[config.mk]
export PLATFORM = sky130hd
export DESIGN_NAME = hello_scroller
export DESIGN_NICKNAME = d
export VERILOG_FILES = /design/src/rtl/hello_pkg.sv /design/src/rtl/seg7_char_enc.sv /design/src/rtl/hello_scroller.sv
export SDC_FILE = /design/constraint.sdc
export NUM_CORES = 1
export LEC_CHECK = 0
export CAP_MARGIN = 20
export CORE_AREA = 3 3 67 85
export CTS_CLUSTER_DIAMETER = 80
export DETAILED_ROUTE_END_ITERATION = 12
export DIE_AREA = 0 0 70 88
export PLACE_DENSITY = 0.71
export SYNTH_ARGS = -nofsm -noshare
export SYNTH_HDL_FRONTEND = slang
export SYNTH_HIERARCHICAL = 1
export SYNTH_SLANG_ARGS = --single-unit
export TNS_END_PERCENT = 5
[constraint.sdc]
create_clock -name Clock -period 2.6 [get_ports Clock]
set_clock_uncertainty 0.15 [all_clocks]
set_input_delay 0.78 -clock Clock [delete_from_list [all_inputs] [get_ports Clock]]
set_output_delay 0.78 -clock Clock [all_outputs]
set_load 0.03 [all_outputs]
[src/rtl/hello_pkg.sv]
// Shared types and constants for the HELLO scroller: FSM states,
// 3-bit character codes, active-low 7-segment patterns and the message ROM.
package hello_pkg;

    typedef enum logic [1:0] {
        ST_IDLE   = 2'd0,
        ST_SCROLL = 2'd1,
        ST_HOLD   = 2'd2
    } hello_state_t;

    localparam logic [2:0] CH_H     = 3'd0;
    localparam logic [2:0] CH_E     = 3'd1;
    localparam logic [2:0] CH_L     = 3'd2;
    localparam logic [2:0] CH_O     = 3'd3;
    localparam logic [2:0] CH_BLANK = 3'd4;

    // Active-low segment patterns, bit 6..0 = g..a
    localparam logic [6:0] SEG_H     = 7'b0001001;
    localparam logic [6:0] SEG_E     = 7'b0000110;
    localparam logic [6:0] SEG_L     = 7'b1000111;
    localparam logic [6:0] SEG_O     = 7'b1000000;
    localparam logic [6:0] SEG_BLANK = 7'b1111111;

    // msg[0..7] = H E L L O _ _ _ (element 0 is the rightmost in the concatenation)
    localparam logic [7:0][2:0] MSG_ROM = {CH_BLANK, CH_BLANK, CH_BLANK, CH_O,
                                           CH_L, CH_L, CH_E, CH_H};

    function automatic logic [2:0] msg_char(input logic [2:0] idx);
        return MSG_ROM[idx];
    endfunction

endpackage

[src/rtl/seg7_char_enc.sv]
// Combinational 3-bit character code to active-low 7-segment pattern.
module seg7_char_enc
    import hello_pkg::*;
(
    input  logic [2:0] char_i,
    output logic [6:0] seg_o
);

    // Look up the segment pattern; unknown codes show blank
    always_comb begin
        seg_o = SEG_BLANK;
        case (char_i)
            CH_H:    seg_o = SEG_H;
            CH_E:    seg_o = SEG_E;
            CH_L:    seg_o = SEG_L;
            CH_O:    seg_o = SEG_O;
            default: seg_o = SEG_BLANK;
        endcase
    end

endmodule

[src/rtl/hello_scroller.sv]
// Six-digit "HELLO" scroller: shows msg[(win+k) mod 8] on HEX(5-k).
// IDLE blanks until Pos=0, SCROLL follows Pos, HOLD freezes the window.
// Optional macro HELLO_SCROLL_BLINK_EN blinks the frozen window in HOLD.
module hello_scroller
    import hello_pkg::*;
#(
    parameter int unsigned CHAR_CNT  = 8,
    parameter int unsigned BLINK_DIV = 25000000
) (
    input  logic       Clock,
    input  logic       Clr,
    input  logic [2:0] Pos,
    input  logic       Pause,
    output logic [6:0] HEX5,
    output logic [6:0] HEX4,
    output logic [6:0] HEX3,
    output logic [6:0] HEX2,
    output logic [6:0] HEX1,
    output logic [6:0] HEX0
);

    if (BLINK_DIV < 2) begin : g_div_check
        $error("BLINK_DIV must be 2 or more");
    end

    hello_state_t      state_q, state_d;
    logic [2:0]        win_q, win_d;
    logic [5:0][6:0]   hex_q, hex_d;
    logic [2:0]        base;
    logic [5:0][2:0]   idx_w;
    logic [5:0][6:0]   seg_w;

`ifdef HELLO_SCROLL_BLINK_EN
    logic [31:0]       blink_cnt_q, blink_cnt_d;
    logic              blink_ph_q, blink_ph_d;

    // Blinking re-renders the frozen window, so HOLD reads from win
    assign base = (state_q == ST_HOLD && Pause) ? win_q : Pos;
`else
    assign base = Pos;
`endif

    // Digit d shows message character (base + 5 - d) mod CHAR_CNT
    for (genvar d = 0; d < 6; d++) begin : g_digit
        assign idx_w[d] = 3'((32'(base) + 32'(5 - d)) % CHAR_CNT);
        seg7_char_enc u_enc (
            .char_i (msg_char(idx_w[d])),
            .seg_o  (seg_w[d])
        );
    end

    // Next-state and next-display logic
    always_comb begin
        state_d = state_q;
        win_d   = win_q;
        hex_d   = hex_q;
`ifdef HELLO_SCROLL_BLINK_EN
        blink_cnt_d = blink_cnt_q;
        blink_ph_d  = blink_ph_q;
`endif
        case (state_q)
            ST_IDLE: begin
                hex_d = '1;
                if (Pos == 3'd0) state_d = ST_SCROLL;
            end
            ST_SCROLL: begin
                if (Pause) begin
                    state_d = ST_HOLD;
`ifdef HELLO_SCROLL_BLINK_EN
                    blink_cnt_d = '0;
                    blink_ph_d  = 1'b0;
`endif
                end else begin
                    win_d = Pos;
                    hex_d = seg_w;
                end
            end
            ST_HOLD: begin
                if (!Pause) begin
                    state_d = ST_SCROLL;
                    win_d   = Pos;
                    hex_d   = seg_w;
`ifdef HELLO_SCROLL_BLINK_EN
                    blink_cnt_d = '0;
                    blink_ph_d  = 1'b0;
`endif
                end else begin
`ifdef HELLO_SCROLL_BLINK_EN
                    if (blink_cnt_q == 32'(BLINK_DIV - 1)) begin
                        blink_cnt_d = '0;
                        blink_ph_d  = ~blink_ph_q;
                    end else begin
                        blink_cnt_d = blink_cnt_q + 32'd1;
                    end
                    hex_d = blink_ph_d ? '1 : seg_w;
`endif
                end
            end
            default: begin
                state_d = ST_IDLE;
                hex_d   = '1;
            end
        endcase
    end

    // State, window and display registers with synchronous clear
    always_ff @(posedge Clock) begin
        if (Clr) begin
            state_q <= ST_IDLE;
            win_q   <= '0;
            hex_q   <= '1;
`ifdef HELLO_SCROLL_BLINK_EN
            blink_cnt_q <= '0;
            blink_ph_q  <= 1'b0;
`endif
        end else begin
            state_q <= state_d;
            win_q   <= win_d;
            hex_q   <= hex_d;
`ifdef HELLO_SCROLL_BLINK_EN
            blink_cnt_q <= blink_cnt_d;
            blink_ph_q  <= blink_ph_d;
`endif
        end
    end

    assign HEX5 = hex_q[5];
    assign HEX4 = hex_q[4];
    assign HEX3 = hex_q[3];
    assign HEX2 = hex_q[2];
    assign HEX1 = hex_q[1];
    assign HEX0 = hex_q[0];

endmodule

=== Word level (Yosys, flattened, before mapping) ===
Memory sizes are Yosys's and may differ from the RTL's.
Cells that the tools add are included.

* Bits in registers: 44
* Bits in read-only memories: 144
* Input port bits: 6
* Output and inout bits: 42
* Word-level logic and storage cells: 75
* Memories kept: 6

* Add/sub/neg operators: 5
* Magnitude comparators: 6
* Equal/unequal tests: 23
* Multiplexer cells: 16
* Bitwise operators: 1
* Reduce and logical (&&, ||, !) cells: 11

{| class="wikitable"
|+ Memory list
! name !! words !! width !! rd ports !! clocked after Yosys merged registers in !! wr ports !! RTL line !! source
|-
| (no name shown) || 8 || 3 || 1 || 0 || 0 || hello_pkg.sv:29 || <nowiki>return MSG_ROM[idx];</nowiki>
|-
| (no name shown) || 8 || 3 || 1 || 0 || 0 || hello_pkg.sv:29 ||
|-
| (no name shown) || 8 || 3 || 1 || 0 || 0 || hello_pkg.sv:29 ||
|-
| (no name shown) || 8 || 3 || 1 || 0 || 0 || hello_pkg.sv:29 ||
|-
| (no name shown) || 8 || 3 || 1 || 0 || 0 || hello_pkg.sv:29 ||
|-
| (no name shown) || 8 || 3 || 1 || 0 || 0 || hello_pkg.sv:29 ||
|}

{| class="wikitable"
|+ Operators with widths
! operator !! number
|-
| $pmux W7 S4 || 6
|-
| $eq A3 B2 Y1 const B || 12
|-
| $lt A3 B4 Y1 const B || 6
|-
| $logic_not A3 Y1 || 7
|-
| $eq A3 B1 Y1 const B || 6
|-
| $mux W3 || 6
|-
| $add A3 B2 Y3 const B || 2
|-
| $add A3 B3 Y3 const B || 2
|-
| $mux W2 || 3
|-
| $ne A2 B2 Y1 const B || 3
|-
| $pmux W2 S3 || 1
|-
| $reduce_or A2 Y1 || 2
|-
| $add A3 B1 Y3 const B || 1
|-
| $reduce_and A3 Y1 || 1
|-
| $eq A2 B1 Y1 const B || 1
|-
| $eq A2 B2 Y1 const B || 1
|-
| $logic_not A2 Y1 || 1
|-
| $not A1 Y1 || 1
|}

=== Logic depth before layout (Yosys ltp) ===
* Depth in word-level cells: 5
* Depth in mapped cells: 12
* Gate-level depth less buffers: 11

=== Cells and area by module ===
The synthesis kept the hierarchy.

{| class="wikitable"
|+ By module, submodules not included
! module !! instances !! cells an instance !! area an instance (um^2) !! sequential area each (um^2)
|-
| hello_scroller || 1 || 196 || 1931.9 || 880.8
|-
| seg7_char_enc || 6 || 8 || 53.8 || 0.0
|}

=== Least setup slack after synthesis ===
Ideal clock, no wire load.

* Kind: input -> register
* From: input Pos[1]
* To: register hex_q (netlist bit HEX2[2])
* Library setup time: 119 ps
* Arrival: 2308 ps
* Data required time: 2331 ps
* Slack: 24 ps
* Cell stages on the path: 11
* Path buffers: 1
* Cells stage by stage: inv_1 > ha_1 > inv_1 > ha_1 > inv_1 > o21ai_0 > xnor2_1 > nand2b_1 > buf_4 > mux2i_1 > nand2_1

{| class="wikitable"
|+ RTL lines
! what !! RTL line !! source
|-
| from (decl) || hello_scroller.sv:12 || <nowiki>input logic [2:0] Pos,</nowiki>
|-
| to (signal assigned) || hello_scroller.sv:111 || <nowiki>hex_q <= '1;</nowiki>
|-
| to (signal assigned) || hello_scroller.sv:119 || <nowiki>hex_q <= hex_d;</nowiki>
|-
| to (decl) || hello_scroller.sv:28 || <nowiki>logic [5:0][6:0] hex_q, hex_d;</nowiki>
|}

==> impl_metrics.json <==
{
  "setup_viol": 0,
  "cp.required_ns": 2.63,
  "reg2reg_from": "state_q[0]",
  "die-area_sq_mm": 0.006160,
  "netlist_area_sq_mm": 0.002255,
  "avgSynthCellArea_sq_um": 9.240,
  "overflow": 0,
  "fp.dieH_microns": 88,
  "synth_top_area_share_pct": 39.07,
  "cp-start-kind": "input pin",
  "cts_root_buffer": "clkbuf_8",
  "hp-start": "HEX1[0]",
  "fin_nets": 320,
  "grtUsageTotal_pct": 15.36,
  "drt_iter0_markers": 87,
  "clock_latency_ns": 0.29,
  "start_util_pct": 45.03,
  "io_pins": 48,
  "yosys.area.top_type": "dfxtp_1",
  "antenna_found_initial": 0,
  "cts_buffers": 5,
  "clk_pin_slew_ns": 0.08,
  "synth_cell_types": 20,
  "crit_path_start": "Pos[2]",
  "vdd_drop_max_mv": 0.4886,
  "finalSetupTns_ns": 0,
  "grt_pass1_wl_microns": 7548,
  "path_class": "in2reg",
  "fp.dieW_microns": 70,
  "synth_edf_count": 0,
  "async_flop_share_pct": 0,
  "drtPass1Iterations": 4,
  "synth_area_leaders": "dfxtp_1, mux2i_1, nand2_1",
  "reg2reg_slack_ns": 1.02,
  "vias": 1702,
  "yosys_warnings": 6,
  "core_sq_mm": 0.005007,
  "final-hold-violation-count": 0,
  "routed_via_density": 4.715,
  "portBuffers": 47,
  "synth-main-ff-cell": "dfxtp_1",
  "power_frac_comb_pct": 35.2,
  "yosys-top-cells-count": "nand2_1, dfxtp_1, mux2i_1",
  "synthToLayoutAreaGrowth_pct": 31.08,
  "wirelength_microns": 4381,
  "layout-drive-gt1-share_pct": 15.05,
  "n_antenna_cell": 0,
  "cts_setup_buffers": 0,
  "syn_inst": 244,
  "p_clk_share_pct": 22.1,
  "p_switching_mw": 0.6128,
  "gp_congestion": 0.7984,
  "slew_viol_final": 0,
  "numClockSinks": 44,
  "n_fill_cell": 464,
  "htreeDepth": 2,
  "rsz0062_at_grt": "no",
  "place_area_sq_mm": 0.002844,
  "grt_max_degree": 30,
  "seqPwrFrac_pct": 42.8,
  "drc": 0,
  "tritoncts": "yes",
  "ys_seq_area_share_pct": 39.07,
  "cp_data_arrival_time_ns": 2.41,
  "timing.final.crit_share_pct": 91.62,
  "endpoint": "HEX2[1]",
  "cts_buffer_depth": 2,
  "switching_share_pct": 33.63,
  "total_power_mw": 1.822,
  "grt_pass1_vias": 1700,
  "p_leak_nw": 1.339,
  "placed_cells": 354,
  "crit_fanout": 4,
  "slew-limit-headroom_pct": 68.39,
  "worst-r2r-cell-count": 5,
  "tightest_slew_ns": 0.4741,
  "ant_nets": 0,
  "finalInstanceArea_sq_mm": 0.002955,
  "power.density_mw_per_mm2": 616.6,
  "final_cell_count_no_fill": 361,
  "maxCapViolCount": 0,
  "fmax_mhz": 419.8,
  "r2r_end": "HEX2[4]",
  "end_kind": "flip-flop",
  "hpwl_microns": 3260,
  "syn-num-nets": 265,
  "status": "finished, final reports clean",
  "rows": 29,
  "intPower_mw": 1.209,
  "ys_ff_latch": 44,
  "wire_per_inst_microns": 12.14,
  "period_needed_ns": 2.382,
  "holdCritPathClass": "reg2reg",
  "synth_most_common_cell": "nand2_1"
}
==> flip-flops by register name, summed over array words and instances (netlist names) <==
| signal | count |
|---|---|
| state_q | 2 |
| HEX5 | 7 |
| HEX3 | 7 |
| HEX1 | 7 |
| HEX2 | 7 |
| HEX4 | 7 |
| HEX0 | 7 |
==> power groups by stage <==
stage	logic (mW)	clock network, mW	registers, mW
floorplan	0.346	0	0.895
detailed placement	0.636	0	0.794
global placement	0.625	0	0.792
CTS	0.645	0.423	0.780
global route	0.709	0.452	0.787
finish	0.641	0.403	0.779
==> kinds of logic after synthesis <==
| logic type | synth area share [%] |
|---|---|
| flip-flops | 39.07 |
| XOR/XNOR | 2.719 |
| AND/OR/NAND/NOR | 15.43 |
| buffers and inverters | 9.711 |
| adder cells (fa/ha/maj) | 8.768 |
| AO/OA/AOI/OAI | 4.716 |
| multiplexers | 19.59 |
==> worst min path at each step <==
stage	end	slack, ns	depth (start not counted)
global route	HEX3[5]	0.36	2
finish	HEX1[0]	0.33	2
CTS	HEX1[0]	0.33	2
detailed placement	HEX1[0]	0.31	2
global placement	HEX0[4]	0.30	2
floorplan	state_q[1]	0.30	2
==> cells in the final DEF, fill, tap and decap left out, types with 2 or more instances in the layout <==
| cell | netlist | final |
|---|---|---|
| nor2_1 | 2 | 2 |
| ha_1 | 15 | 13 |
| mux2i_1 | 43 | 43 |
| or2_1 | 6 | 6 |
| clkdlybuf4s50_1 | 0 | 44 |
| dfxtp_1 | 44 | 44 |
| xnor2_1 | 7 | 6 |
| nand2_1 | 54 | 53 |
| inv_1 | 12 | 12 |
| o21ai_0 | 7 | 5 |
| o21bai_1 | 6 | 6 |
| dlymetal6s2s_1 | 0 | 2 |
| nand2b_1 | 13 | 13 |
| clkbuf_8 | 0 | 5 |
| buf_4 | 17 | 29 |
==> per-stage QoR <==
step	worst slack, ns	hold WS (ns)	utilization (%)
after floorplan	0.02360	0.3015	-
after global placement	-0.3000	0.3040	56.80
after detailed placement	-0.3638	0.3098	56.80
after CTS	0.01295	0.3308	58.67
after global routing	0.06333	0.3619	59.02
final	0.2179	0.3252	59.02
==> routing by layer <==
layer  wire, microns  GRT usage [%]
met1            1910          17.04
met4              75          6.272
met2            2200          27.60
met3             195          4.478
met5               0              0
==> final cells by class <==
type | count | area [sq um] | area share, %
multi-input combinational | 160 | 1186 | 40.14
clock inverter | 1 | 5.005 | 0.1693
sequential | 44 | 880.8 | 29.81
timing repair buffer | 76 | 688.2 | 23.29
inverter | 12 | 45.04 | 1.524
clock buffer | 6 | 72.57 | 2.456
tap | 62 | 77.57 | 2.625
==> worst max-delay path, stage by stage <==
cell	delay [ns]
clkdlybuf4s50_1	0.48
inv_1	0.11
ha_1	0.33
inv_1	0.10
nand2_1	0.09
nand2_1	0.11
xnor2_1	0.12
nand2b_1	0.09
mux2i_1	0.14
nand2_1	0.07
==> repair_timing <==
item	4_1_cts	5_1_grt
gates resized for setup	4	5
setup endpoints to repair	6	11
hold endpoints to repair	0	0
pin swaps	0	1
gates cloned	0	0
hold buffers	0	0
(Power assumes the default switching activity.)
